**src/rtl/corePckg.sv**
```systemverilog
// Shared core types and constants: bus widths, arbiter state, memory access
// widths and the data-request / load-writeback records.
package corePckg;

    localparam int cXLEN           = 32;
    localparam int cRamDepth       = 1024;
    localparam int cRamAw          = $clog2(cRamDepth);
    localparam int cFetchStarveMax = 4;
    localparam int cStarveW        = $clog2(cFetchStarveMax + 1);

    typedef enum logic [1:0] {
        eArbIdle,
        eArbFetchWait,
        eArbLoadWait
    } tArbState;

    // Encodings follow funct3; stores only use the signed (bit 2 = 0) codes.
    typedef enum logic [2:0] {
        eLB  = 3'b000,
        eLH  = 3'b001,
        eLW  = 3'b010,
        eLBU = 3'b100,
        eLHU = 3'b101
    } tMemWidthEnum;

    typedef struct packed {
        logic             read;
        logic             write;
        logic [2:0]       opType;
        logic [cXLEN-1:0] addr;
        logic [cXLEN-1:0] wData;
        logic [4:0]       rdAddr;
    } tMemOp;

    typedef struct packed {
        logic             dv;
        logic [4:0]       rdAddr;
        logic [cXLEN-1:0] data;
    } tRegOp;

    localparam tRegOp cRegOp = '{dv: 1'b0, rdAddr: 5'd0, data: '0};

    // Misaligned, conflicting or undefined requests are consumed without RAM access.
    function automatic logic memOpIllegal(input tMemOp op);
        logic illegal;
        illegal = op.read & op.write;
        case (op.opType)
            eLB, eLBU: illegal = illegal | (op.write & op.opType[2]);
            eLH, eLHU: illegal = illegal | op.addr[0] | (op.write & op.opType[2]);
            eLW:       illegal = illegal | (op.addr[1:0] != 2'b00);
            default:   illegal = 1'b1;
        endcase
        return illegal;
    endfunction

endpackage

```
**src/rtl/mem_lane_align.sv**
```systemverilog
// Byte-lane steering: store lane enables and data replication on the way in,
// byte selection and sign/zero extension of load data on the way out.
module mem_lane_align
    import corePckg::*;
(
    input  logic [2:0]       storeOp,
    input  logic [1:0]       storeOff,
    input  logic [cXLEN-1:0] storeData,
    input  logic [2:0]       loadOp,
    input  logic [1:0]       loadOff,
    input  logic [cXLEN-1:0] ramRData,
    output logic [3:0]       laneWe,
    output logic [cXLEN-1:0] laneWData,
    output logic [cXLEN-1:0] loadData
);

    genvar gi;
    generate
        for (gi = 0; gi < 4; gi++) begin : gLane
            // Bytes are replicated into every lane; the enables pick which ones land.
            assign laneWData[8*gi +: 8] = (storeOp[1:0] == 2'b00) ? storeData[7:0] :
                                          (storeOp[1:0] == 2'b01) ? storeData[8*(gi%2) +: 8] :
                                                                    storeData[8*gi +: 8];
            assign laneWe[gi] = (storeOp[1:0] == 2'b00) ? (storeOff == 2'(gi)) :
                                (storeOp[1:0] == 2'b01) ? (storeOff[1] == 1'(gi/2)) :
                                (storeOp[1:0] == 2'b10);
        end
    endgenerate

    logic [cXLEN-1:0] shifted;

    always_comb begin
        shifted  = ramRData >> {loadOff, 3'b000};
        loadData = ramRData;
        case (loadOp)
            eLB:     loadData = {{24{shifted[7]}}, shifted[7:0]};
            eLH:     loadData = {{16{shifted[15]}}, shifted[15:0]};
            eLBU:    loadData = {24'd0, shifted[7:0]};
            eLHU:    loadData = {16'd0, shifted[15:0]};
            default: loadData = ramRData;
        endcase
    end

endmodule

```
**src/rtl/mem_port_arbiter.sv**
```systemverilog
// Single-port RAM arbiter between instruction fetch and load/store traffic,
// with data priority bounded by a fetch starvation counter.
module mem_port_arbiter
    import corePckg::*;
(
    input  logic              iClk,
    input  logic              iRst,
    input  logic              iFetchReq,
    input  logic [cXLEN-1:0]  iFetchAddr,
    input  logic              iFlush,
    input  tMemOp             iMemOp,
    output logic              oFetchGnt,
    output logic              oFetchDv,
    output logic [cXLEN-1:0]  oFetchData,
    output logic              oMemBusy,
    output tRegOp             oLoadRes,
    output logic              oMemErr,
    output logic              oRamEn,
    output logic [3:0]        oRamWe,
    output logic [cRamAw-1:0] oRamAddr,
    output logic [cXLEN-1:0]  oRamWData,
    input  logic [cXLEN-1:0]  iRamRData
);

    tArbState          stateReg;
    logic [cStarveW-1:0] starveReg;
    logic              flushReg;
    logic [2:0]        ldOpReg;
    logic [1:0]        ldOffReg;
    logic [4:0]        ldRdReg;

    logic memReq, memIllegal, arbIdle, fetchWins;
    logic fetchGnt, dataGrant, storeGnt, loadGnt, errGnt;
    logic [3:0]       laneWe;
    logic [cXLEN-1:0] laneWData, loadData;
    logic             unusedAddrBits;

    assign unusedAddrBits = ^{iFetchAddr[cXLEN-1:cRamAw+2], iFetchAddr[1:0],
                              iMemOp.addr[cXLEN-1:cRamAw+2]};

    // Grant decisions are combinational so the RAM sees the address in the grant cycle.
    assign memReq     = iMemOp.read | iMemOp.write;
    assign memIllegal = memOpIllegal(iMemOp);
    assign arbIdle    = (stateReg == eArbIdle) & ~iRst;
    assign fetchWins  = iFetchReq & ((starveReg == cStarveW'(cFetchStarveMax)) | ~memReq);
    assign fetchGnt   = arbIdle & fetchWins;
    assign dataGrant  = arbIdle & memReq & ~fetchWins;
    assign storeGnt   = dataGrant & ~memIllegal & iMemOp.write;
    assign loadGnt    = dataGrant & ~memIllegal & iMemOp.read;
    assign errGnt     = dataGrant & memIllegal;

    assign oFetchGnt = fetchGnt;
    assign oMemBusy  = memReq & ~dataGrant;
    assign oMemErr   = errGnt;
    assign oRamEn    = fetchGnt | storeGnt | loadGnt;
    assign oRamWe    = storeGnt ? laneWe : 4'b0000;
    assign oRamAddr  = fetchGnt ? iFetchAddr[cRamAw+1:2] : iMemOp.addr[cRamAw+1:2];
    assign oRamWData = laneWData;

    mem_lane_align uLaneAlign (
        .storeOp   (iMemOp.opType),
        .storeOff  (iMemOp.addr[1:0]),
        .storeData (iMemOp.wData),
        .loadOp    (ldOpReg),
        .loadOff   (ldOffReg),
        .ramRData  (iRamRData),
        .laneWe    (laneWe),
        .laneWData (laneWData),
        .loadData  (loadData)
    );

    always_ff @(posedge iClk) begin
        if (iRst) begin
            stateReg   <= eArbIdle;
            starveReg  <= '0;
            flushReg   <= 1'b0;
            ldOpReg    <= 3'd0;
            ldOffReg   <= 2'd0;
            ldRdReg    <= 5'd0;
            oFetchDv   <= 1'b0;
            oFetchData <= '0;
            oLoadRes   <= cRegOp;
        end else begin
            oFetchDv <= 1'b0;
            oLoadRes <= cRegOp;

            if (fetchGnt)
                starveReg <= '0;
            else if (iFetchReq && starveReg != cStarveW'(cFetchStarveMax))
                starveReg <= starveReg + 1'b1;

            case (stateReg)
                eArbIdle: begin
                    if (fetchGnt) begin
                        stateReg <= eArbFetchWait;
                        flushReg <= iFlush;
                    end else if (loadGnt) begin
                        stateReg <= eArbLoadWait;
                        ldOpReg  <= iMemOp.opType;
                        ldOffReg <= iMemOp.addr[1:0];
                        ldRdReg  <= iMemOp.rdAddr;
                    end
                end
                eArbFetchWait: begin
                    // A flush in either the grant or this cycle kills the result.
                    oFetchData <= iRamRData;
                    oFetchDv   <= ~(flushReg | iFlush);
                    stateReg   <= eArbIdle;
                end
                eArbLoadWait: begin
                    oLoadRes <= '{dv: 1'b1, rdAddr: ldRdReg, data: loadData};
                    stateReg <= eArbIdle;
                end
                default: stateReg <= eArbIdle;
            endcase
        end
    end

endmodule

```
**config.mk**
```make
export PLATFORM = sky130hd
export DESIGN_NAME = mem_port_arbiter
export DESIGN_NICKNAME = d
export VERILOG_FILES = /design/src/rtl/corePckg.sv /design/src/rtl/mem_lane_align.sv /design/src/rtl/mem_port_arbiter.sv
export SDC_FILE = /design/constraint.sdc
export NUM_CORES = 1
export LEC_CHECK = 0
export BUFFER_PORTS_ARGS = -buffer_cell sky130_fd_sc_hd__buf_2
export CAP_MARGIN = 20
export CORE_ASPECT_RATIO = 2
export CORE_MARGIN = 5
export CORE_UTILIZATION = 42
export CTS_BUF_LIST = sky130_fd_sc_hd__clkbuf_16
export CTS_CLUSTER_SIZE = 40
export DETAILED_ROUTE_END_ITERATION = 10
export PLACE_DENSITY = 0.8
export SYNTH_ARGS = -nofsm -noshare
export SYNTH_HDL_FRONTEND = slang
export SYNTH_SLANG_ARGS = --single-unit
```
**constraint.sdc**
```tcl
create_clock -name iClk -period 2.8 [get_ports iClk]
set_input_delay 0.56 -clock iClk [delete_from_list [all_inputs] [get_ports iClk]]
set_output_delay 0.56 -clock iClk [all_outputs]
set_load 0.02 [all_outputs]
```
* Yosys cells after proc, flatten, opt, wreduce, memory -nomap -nowiden
Index checks and enable logic that the tools add are counted.
** Word-level totals
- Output and inout port bits :: 121
- Register bits after elaboration :: 87
- Logic and storage cells :: 97
- Input port bits :: 142
** Cells by class
- Shift-type cells :: 1
- $add $sub $neg :: 1
- Mux-type cells :: 18
- Bitwise operators :: 32
- Equality and inequality tests :: 16
- Reduce and logical (&&, ||, !) cells :: 17
** Operators by type and width (number)
- $pmux 32 s4 :: 1
- $mux 8 :: 5
- $mux 38 :: 1
- $shr 32x5->16 :: 1
- $eq 3x3->1 const B :: 5
- $and 1x1->1 :: 12
- $reduce_or 2->1 :: 6
- $not 1->1 :: 11
- $mux 10 :: 1
- $or 1x1->1 :: 9
- $eq 2x2->1 const B :: 4
- $mux 1 :: 8
- $eq 2x1->1 const B :: 3
- $eq 3x1->1 const B :: 2
- $logic_not 2->1 :: 3
- $logic_not 3->1 :: 2
- $mux 4 :: 1
- $reduce_bool 2->1 :: 2
- $add 3x1->3 const B :: 1
- $eq 3x2->1 const B :: 1
- $ne 3x3->1 const B :: 1
- $pmux 1 s3 :: 1
- $reduce_and 3->1 :: 1
- $reduce_or 3->1 :: 1
- 2 further kinds :: 2

* Logic depth before layout (Yosys ltp)
Gate-level depths: netlist of the first run.
- Word-level depth :: 10
- Mapped depth :: 8
- Mapped depth without buffers :: 6

* Hierarchy
Synthesis of the first run repeated with hierarchy kept, for this count alone.
** Second synthesis, totals
- Cell total of the unflattened synthesis :: 482
- Area total of the unflattened synthesis :: 4227.8 sq um
** By module, submodules not included
- mem_port_arbiter :: instances 1, sequential area each 1741.7 sq um, area each 3061.7 sq um, cells an instance 312
- mem_lane_align :: instances 1, sequential area each 0.0 sq um, area each 1166.1 sq um, cells an instance 170

* Worst setup path before layout of the first run
Ideal clock, no wire load.
- Kind :: input port to output port
- From :: in iRst
- To :: out oRamAddr[3]
- Arrival time :: 1829 ps
- Required time :: 2240 ps
- Path buffers :: 2
- Setup slack :: 411 ps
- Stages :: 5
- Path through :: or3_4 -> or3_1 -> buf_6 -> buf_8 -> mux2_4
** On the way
- Word-level cells in the longest chain between the ends :: 4
** Ends and longest elaborated chain
- start, declared :: line mem_port_arbiter.sv:7 : input logic iRst,
- $not 1->1 :: line mem_port_arbiter.sv:44 : assign arbIdle = (stateReg == eArbIdle) & ~iRst;
- $and 1x1->1 :: line mem_port_arbiter.sv:44
- $and 1x1->1 :: line mem_port_arbiter.sv:46 : assign fetchGnt = arbIdle & fetchWins;
- $mux 10 :: line mem_port_arbiter.sv:57 : assign oRamAddr = fetchGnt ? iFetchAddr[cRamAw+1:2] : iMemOp.addr[cRamAw+1:2];
- end, declared :: line mem_port_arbiter.sv:20 : output logic [cRamAw-1:0] oRamAddr,
Every way passes these cells.

* Worst setup path in the final report of the first run
- From :: reg stateReg[0]
- To :: out oRamAddr[8]
** On the way
- Word-level cells in the longest chain between the ends :: 4
** Ends and longest elaborated chain
- start, declared :: line mem_port_arbiter.sv:25 : tArbState stateReg;
- start signal, assigned :: line mem_port_arbiter.sv:74 : stateReg <= eArbIdle;
- start signal, assigned :: line mem_port_arbiter.sv:95 : stateReg <= eArbFetchWait;
- start signal, assigned :: line mem_port_arbiter.sv:98 : stateReg <= eArbLoadWait;
- $logic_not 2->1 :: line mem_port_arbiter.sv:44
- $and 1x1->1 :: line mem_port_arbiter.sv:44
- $and 1x1->1 :: line mem_port_arbiter.sv:46
- $mux 10 :: line mem_port_arbiter.sv:57
Every way passes these cells.

==> results.md, run 1 <==
- Synth top area cells: dfxtp_1 43%, a21oi_1 9.7%, nand2_1 9.3%, mux2_2 7.5%, mux2i_1 4.7%
- Setup_tns: 0 ns
- Setup violators final: 0
- Status: finished, final reports clean
- Mapped Cells: 471
- Max_cap viols: 0
- Antenna diodes: 0
- YS warnings: 0
- Clock Power Share: 41.3%
- Post-synthesis cell type count: 42
- Worst slew margin: 54.6%
- Total core area: about 9400 sq um
- Clock Sinks: 87
- Number of flops mapped to enable cells by yosys: 0
- Worst vdd ir: 0.000307 V
- Asr flop ratio synth: 0%
- Largest net degree at the start of global routing: 49
- First-pass GRT wire length: a little over 20000 um
- IO Pins: around 260
- Post-DRT Antenna Nets: 0
- Fin crit share: 94.3%
- GRT Util Overall: 22.4%
- DRC Markers: 0
- Hold Violations, Final: 0
- Unrepaired setup endpoints after global routing: false
- Post-Syn Area: 4040 sq um
- Synth cell count leaders: 100 x nand2_1, 87 x dfxtp_1, 78 x a21oi_1
- H-Tree Depth: 3
- Grt met2 use: between 40% and 50%
- CTS Buf Count: 9
- Max Fclk: between 0.3 and 0.4 GHz
- Synthesized area per cell: between 8 and 9 sq um
- Busiest grt layer: met2
- Fin worst setup slack: 0.161 ns
- Post-synthesis register bit count: 87
- Layout cells sized above 1: 43.7%
- WHS: 0.403 ns
- Top_reg_cell synth: dfxtp_1
- Yosys top cell area share: around 43%
- Leak: 2.64 nW
- Post-CTS setup buffer count: 0
- Clock slew at reported path FFs: 0.06 ns
- Vias per cell: 5.29
- HPWL after DPL: 10700 um
- Register area share after synthesis: 43.2%
- Slew Viols, Final: 0
- Sequential power share: 42.7%
- Final #Nets: a little over 800
- CTS tree: done
- Worst Max-Slew Pin Slew: 0.679 ns
- Critical Setup Path Class: reg2out
- Port Buffer Count: 220
- CTS root buffer: clkbuf_16
- Startpoint types: register
- Final wirelength: 13400 um
- Die W: 79.3 um
- Die Y: 149 um
- Met3 usage in global routing: 3.58%
- WP data arrival: around 2.1 ns
- Vias post-DR: between 4000 and 5000
- Clock Latency Late Sink: 0.33 ns
- Worst hold path type: in2reg
- CTS max path bufs: 2
- Power per cell area: 545 nW/um^2
- Initial drt markers: 274
- Layout area overhead: 35.6%
- Vias in the first global route: ~4200
- Dpl ws: between 0.15 and 0.2 ns
- Leading area contributor after synthesis: dfxtp_1
- Row cnt: 50
- Most numerous cell in the Yosys netlist: nand2_1
- Synth Net Count: 615
- Switching Share: 25.4%
- Worst clock skew: 0.00599 ns
- Internal: between 2 and 2.5 mW
- CP max FO: 14
- Crit path time final: roughly 2.6 ns
- Initial Util: 43.0%
- Switching pwr: approximately 0.76 mW
- Initial antenna violation count: 0
- GR Overflow Total: 0
- Worst path required time: 2.24 ns
- Met1 Use GR: approximately 22%
- Avg WL per Cell: 17.1 um
- First drt pass iteration count: 4
- Gpl congestion: 0.868
- CP Capture Type: primary output
- Comb pwr share: 16.0%
- Die ar.: 11800 sq um
- Total power: between 2 and 3 mW
==> cell type report <==
| cell class | instances | area (sq um) |
|---|---|---|
| Sequential cell | 87 | 1740 |
| Tap cell | 104 | 130 |
| Multi-Input combinational cell | 332 | 2050 |
| Clock buffer | 9 | 225 |
| Fill cell | 836 | 3910 |
| Timing Repair Buffer | 230 | 1200 |
| Inverter | 12 | 45.0 |
| Clock inverter | 7 | 88.8 |
==> power groups by stage <==
| stage | sequential (mW) | combinational, mW | clock [mW] |
|---|---|---|---|
| 2_1_floorplan | 1.32 | 0.261 | 0 |
| 3_3_place_gp | 1.30 | 0.462 | 0 |
| 3_5_place_dp | 1.30 | 0.473 | 0 |
| 4_1_cts | 1.27 | 0.475 | 1.26 |
| 5_1_grt | 1.28 | 0.515 | 1.32 |
| 6_report | 1.27 | 0.477 | 1.23 |
==> stage by stage <==
| stage | std cells | area, sq um | utilization [%] |
|---|---|---|---|
| floorplan | 471 | 4040 | - |
| global placement | 764 | 5120 | 54.6 |
| detailed placement | 764 | 5120 | 54.6 |
| CTS | 780 | 5440 | 58.0 |
| global route | 781 | 5470 | 58.3 |
| finish | 781 | 5470 | 58.3 |
==> cell usage in the layout (no fill, tap or decap), types with 9 or more instances in the layout <==
cell type and instances:
nand2_1 100, dfxtp_1 87, buf_4 9, buf_2 220, mux2_2 27, o21ai_0 14, inv_1 11, nor2_1 17
a21oi_1 78, mux2i_1 19, nor2b_1 9, clkbuf_16 9
==> cell families after synthesis <==
group,synth area share [%]
fa+ha+maj,0.620
mux,15.0
buf+inv,6.29
compound gates,16.8
flops,43.2
xor+xnor,0.434
simple gates,17.6
==> layer usage <==
| metal | vias to the layer above | part of all wire (%) |
|---|---|---|
| met3 | 25 | 8.2 |
| met5 | - | 0 |
| met1 | 1892 | 33 |
| met4 | 0 | 3.4 |
| met2 | 212 | 56 |
| li1 | 2000 | - |
==> sequential cells by signal (all words and copies together) (netlist names) <==
name        count
stateReg        2
oLoadRes       38
ldRdReg         5
flushReg        1
ldOffReg        2
starveReg       3
ldOpReg         3
oFetchData     32
oFetchDv        1
==> final timing paths <==
check                                  from           end  cells past startpoint  slack [ns]
worst max-delay path            stateReg[0]   oRamAddr[8]                      5        0.16
worst min-delay path                 iFlush      oFetchDv                      2        0.40
worst max register to register  ldOffReg[0]  oLoadRes[29]                      5        0.71
worst min register to register     flushReg      oFetchDv                      1        0.43
==> worst max-delay path, cell delays in order, from the launching register on <==
cell and delay (ns):
dfxtp_1 0.35, or3_4 0.38, or3_1 0.35, buf_4 0.21
mux2_4 0.31, buf_2 0.16
==> what timing repair did <==
| item | 4_1_cts | 5_1_grt |
|---|---|---|
| endpoints found under the setup margin | 0 | 2 |
| hold buffers | 0 | 0 |
| resized for setup | 0 | 1 |
| hold endpoints to repair | 0 | 0 |
Note: power is estimated with default switching activity, not from simulation.
==> run 2: changes to the inputs <==
--- a/config.mk
+++ b/config.mk
@@ -7,13 +7,14 @@
 export LEC_CHECK = 0
 export BUFFER_PORTS_ARGS = -buffer_cell sky130_fd_sc_hd__buf_2
 export CAP_MARGIN = 20
-export CORE_ASPECT_RATIO = 2
 export CORE_MARGIN = 5
 export CORE_UTILIZATION = 42
 export CTS_BUF_LIST = sky130_fd_sc_hd__clkbuf_16
 export CTS_CLUSTER_SIZE = 40
 export DETAILED_ROUTE_END_ITERATION = 10
+export MAX_ROUTING_LAYER = met4
 export PLACE_DENSITY = 0.8
+export RECOVER_POWER = 50
 export SYNTH_ARGS = -nofsm -noshare
 export SYNTH_HDL_FRONTEND = slang
 export SYNTH_SLANG_ARGS = --single-unit
==> results.md, run 2 (synthesized netlist as in run 1, its figures left out) <==
- Clock Sinks: 87
- Max Fclk: 0.378 GHz
- Max_cap viols: 0
- Placed Instance Area: 5180 sq um
- Worst slew margin: 1.57%
- Most frequent cells in the layout: 153 x buf_2, 100 x nand2_1, 87 x dfxtp_1
- Layout area overhead: 33.7%
- Slew Viols, Final: 0
- Critical Setup Path Class: reg2out
- Hold path start: iFlush
- Clock Latency Late Sink: roughly 0.33 ns
- WP data arrival: between 2 and 2.5 ns
- Crit path cell chain: or3_4 > or3_1 > buf_4 > mux2_4 > buf_2
- Switching pwr: 0.798 mW
- Post-DRT Antenna Nets: 0
- CP Capture Type: primary output
- DRC Markers: 0
- IO Pins: 263
- Status: finished, final reports clean
- Non-filler instance count after layout: about 810
- CP max stage cell: or3_4
- Final #Nets: 818
- Largest register FFs: 38
- H-Tree Depth: 3
- Die Y: 108 um
- Avg WL per Cell: 16.5 um
- Sequential power share: 43.3%
- Hold buffer count at CTS: 0
- Initial drt markers: between 200 and 250
- CTS max path bufs: 2
- Startpoint types: register
- HPWL after DPL: 10400 um
- Met1 Use GR: 26.4%
- Die W: 108 um
- Leak: 2.35 nW
- WP buf/inv: 2
- Initial Util: roughly 43%
- First drt pass iteration count: 4
- Clock Power Share: 40.6%
- Gpl congestion: between 0.8 and 0.9
- CP max FO: 14
- Dpl cells: 792
- CTS tree: done
- Vias in the first global route: 3974
- Met3 usage in global routing: 4.90%
- Hold Violations, Final: 0
- Worst vdd ir: 0.000329 V
- Switching Share: between 20 and 30%
- CTS root buffer: clkbuf_16
- Total power: 2.94 mW
- Setup violators final: 0
- Power per cell area: 545 nW/um^2
- Final Cell Area: 5400 sq um
- CTS Buf Count: 9
- Grt met2 use: around 40%
- First-pass GRT wire length: 20300 um
- Reg2Reg Depth: 5
- Post-CTS setup buffer count: 0
- Die ar.: around 12000 sq um
- Worst clock skew: 0.00806 ns
- RR Startpoint: stateReg[1]
- Busiest grt layer: met2
- Comb pwr share: 16.0%
- Hold Crit Depth: 2
- Internal: roughly 2.1 mW
- Top flop regs: oLoadRes (38), oFetchData (32), ldRdReg (5)
- Clock slew at reported path FFs: 0.07 ns
- Fin crit share: 94.5%
- Port Buffer Count: 220
- Setup_tns: 0 ns
- Largest net degree at the start of global routing: 49
- Crit path time final: 2.65 ns
- R2R setup slack: 0.53 ns
- Delay-heaviest family, CP: simple AND/OR/NAND/NOR gates
- Layout cells sized above 1: between 30% and 40%
- Top reg by flops: oLoadRes
- Row cnt: 35
- Hold Path Sink: oFetchDv
- Vias per cell: 5.08
- GRT Util Overall: 23.1%
- GR Overflow Total: 0
- Worst path required time: 2.24 ns
- Total core area: about 9300 sq um
- Commonest non-fill, non-tap cell in the layout: buf_2
- Worst Max-Slew Pin Slew: 1.48 ns
- Unrepaired setup endpoints after global routing: false
- Antenna diodes: 0
- Final wirelength: 13300 um
- Worst stage delay on the critical path: 0.39 ns
- R2R Path End: oFetchData[26]
- Worst hold path type: in2reg
- Vias post-DR: 4107
- Initial antenna violation count: 0
## run 2: area by class of cell
cell class,instances,area [sq um]
Clock inverter,7,78.8
Sequential cell,87,1740
Fill cell,894,3890
Timing Repair Buffer,232,1100
Tap cell,129,161
Multi-Input combinational cell,332,2050
Clock buffer,9,225
Inverter,12,45.0
## run 2: layer usage
| layer | part of all wire [%] | vias up |
|---|---|---|
| li1 | - | 2012 |
| met1 | 39 | 1871 |
| met2 | 51 | 205 |
| met3 | 8.5 | 19 |
| met4 | 2.2 | 0 |
| met5 | 0 | - |
## run 2: power by group through the flow
stage | combinational (mW) | clock (mW) | sequential [mW]
after global placement | 0.467 | 0 | 1.30
after floorplan | 0.261 | 0 | 1.32
after detailed placement | 0.477 | 0 | 1.30
final | 0.472 | 1.20 | 1.27
after global routing | 0.511 | 1.29 | 1.28
after CTS | 0.480 | 1.22 | 1.27
## run 2: worst max path at each step
stage               cells after the start          end         start  slack, ns
detailed placement                      6  oRamAddr[3]          iRst       0.20
global placement                        6  oRamAddr[3]          iRst       0.22
floorplan                               5  oRamAddr[3]          iRst       0.41
CTS                                     7  oRamAddr[0]  starveReg[0]       0.11
finish                                  5  oRamAddr[3]   stateReg[0]       0.15
global route                            5  oRamAddr[3]   stateReg[0]       0.07
## run 2: what timing repair did
action / CTS / global route
setup endpoints to repair: 0 / 4
gates resized for setup: 0 / 1
endpoints found under the hold margin: 0 / 0
## run 2: through the flow
| stage | hold slack, ns | util [%] | setup WS [ns] |
|---|---|---|---|
| final | 0.396 | 58.1 | 0.155 |
| after floorplan | 0.399 | - | 0.411 |
| after detailed placement | 0.412 | 55.8 | 0.201 |
| after global placement | 0.409 | 55.8 | 0.217 |
| after global routing | 0.387 | 58.1 | 0.0692 |
| after CTS | 0.391 | 59.1 | 0.109 |
## run 2: worst reg2reg max path, delay by kind of cell, from the launching register on
kind                   cells  cell delay [ns]
AO/OA/AOI/OAI              1             0.20
buffers and inverters      2             1.35
flip-flops                 1             0.33
AND/OR/NAND/NOR            2             0.30
==> run 3: changes to the inputs <==
--- a/config.mk
+++ b/config.mk
@@ -9,7 +9,6 @@
 export CAP_MARGIN = 20
 export CORE_MARGIN = 5
 export CORE_UTILIZATION = 42
-export CTS_BUF_LIST = sky130_fd_sc_hd__clkbuf_16
 export CTS_CLUSTER_SIZE = 40
 export DETAILED_ROUTE_END_ITERATION = 10
 export MAX_ROUTING_LAYER = met4
==> results.md, run 3 (synthesized netlist as in run 1, its figures left out) <==
- Vias in the first global route: 3953
- Hold Violations, Final: 0
- Failing checks: max-capacitance violations, max-slew violations
- Largest register FFs: 38
- Clock slew at reported path FFs: 0.09 ns
- Fillers: 911
- Clock Latency Late Sink: 0.36 ns
- Switching pwr: 0.769 mW
- Gpl congestion: 0.868
- Leak: approximately 2.3 nW
- DRC Markers: 0
- Worst clock skew: approximately 0.011 ns
- Port Buffer Count: 220
- Final #Nets: 818
- Commonest non-fill, non-tap cell in the layout: buf_2
- GR Overflow Total: 0
- GRT Util Overall: 22.7%
- Vias post-DR: between 4000 and 5000
- Placed Instance Area: 5180 sq um
- Unrepaired setup endpoints after global routing: false
- Antenna diodes: 0
- Comb pwr share: approximately 18%
- Total power: 2.63 mW
- CTS max path bufs: 2
- Most frequent cells in the layout: 153 x buf_2, 100 x nand2_1, 87 x dfxtp_1
- R2R setup slack: 0.45 ns
- Worst slew margin: -5.07%
- Crit path time final: 2.68 ns
- Power per cell area: a little under 500 nW/um^2
- Post-CTS setup buffer count: 0
- HPWL after DPL: between 10000 and 15000 um
- CTS tree: done
- WP data arrival: ~2.1 ns
- R2R Path End: oFetchData[26]
- Final wirelength: about 13000 um
- Total core area: 9280 sq um
- First drt pass iteration count: 4
- Worst path required time: 2.24 ns
- Post-DRT Antenna Nets: 0
- Setup_tns: 0 ns
- Max_cap viols: 1
- Hold Path Sink: oFetchDv
- CTS root buffer: clkbuf_8
- Hold path start: iFlush
- Startpoint types: register
- Initial drt markers: 190
- Internal: between 1.5 and 2 mW
- Initial Util: approximately 43%
- First-pass GRT wire length: 20100 um
- Setup violators final: 0
- Sequential power share: 48.4%
- Slew Viols, Final: 34
- CP Capture Type: primary output
- Largest net degree at the start of global routing: 49
- Top flop regs: oLoadRes (38), oFetchData (32), ldRdReg (5)
- Avg WL per Cell: 16.5 um
- Top reg by flops: oLoadRes
- Worst Max-Slew Pin Slew: between 1.5 and 2 ns
- Hold Crit Depth: 2
- Hold buffer count at CTS: 0
- IO Pins: ~260
- RR Startpoint: stateReg[1]
- CP max FO: 14
- Row cnt: 35
- Worst hold path type: in2reg
- CTS Buf Count: 9
- Switching Share: 29.2%
- Worst vdd ir: 0.000237 V
- Die W: 108 um
- Clock Power Share: 33.7%
- Reg2Reg Depth: 5
- Max Fclk: 0.373 GHz
- Initial antenna violation count: 0
- Final Cell Area: 5290 sq um
- Vias per cell: 5.06
- Layout area overhead: 31.2%
- Critical Setup Path Class: reg2out
- Fin crit share: between 90% and 100%
- Layout cells sized above 1: 34.0%
- Clock Sinks: 87
- H-Tree Depth: 3
- Die Y: ~110 um
- Status: finished with violations
- Die ar.: 11700 sq um
==> run 3: final cells by class <==
cell class              count  area (sq um)  share of cell area (%)
inverters                  12          45.0                   0.851
clock buffers               9           124                    2.34
clock inverters             7          78.8                    1.49
multi-input cells         332          2050                    38.6
well taps                 129           161                    3.05
flip-flops and latches     87          1740                    32.9
repair buffers            232          1100                    20.7
==> run 3: worst max-delay path by stage <==
stage                 startpoint           to  slack [ns]  depth (start not counted)
floorplan                   iRst  oRamAddr[3]        0.41                          5
finish               stateReg[0]  oRamAddr[3]        0.12                          5
CTS                 starveReg[0]  oRamAddr[0]        0.07                          7
global route         stateReg[0]  oRamAddr[3]        0.03                          5
global placement            iRst  oRamAddr[3]        0.22                          6
detailed placement          iRst  oRamAddr[3]        0.20                          6
==> run 3: power groups by stage <==
stage                     Clock (mW)  Combinational [mW]  Sequential (mW)
after floorplan                    0               0.261             1.32
after global placement             0               0.467             1.30
after detailed placement           0               0.477             1.30
after CTS                      0.907               0.479             1.27
after global routing           0.968               0.511             1.28
final                          0.887               0.472             1.27
==> run 3: repair_timing <==
item / CTS / global route
endpoints found under the hold margin: 0 / 0
endpoints found under the setup margin: 0 / 4
gates resized for setup: 0 / 1
==> run 3: worst max-delay path: stages (launching register included) <==
cell and delay [ns]:
dfxtp_1 0.36, or3_4 0.39, or3_1 0.34, buf_4 0.20, mux2_4 0.31, buf_2 0.16
==> run 3: routing by layer <==
layer	global-route usage, %	part of all wire (%)	wire length [um]	vias to the layer above
li1	-	-	-	2009
met1	26.1	40	5260	1860
met2	39.7	50	6710	201
met3	5.13	8.3	1100	20
met4	6.49	1.7	228	0
met5	-	0	0	-
==> run 3: through the flow <==
step	setup slack (ns)	util, %	hold WS (ns)	cells
6_report	0.118	57.0	0.365	808
4_1_cts	0.0702	58.0	0.355	808
3_5_place_dp	0.201	55.8	0.412	792
5_1_grt	0.0304	57.0	0.356	808
3_3_place_gp	0.217	55.8	0.409	792
2_1_floorplan	0.411	-	0.399	471
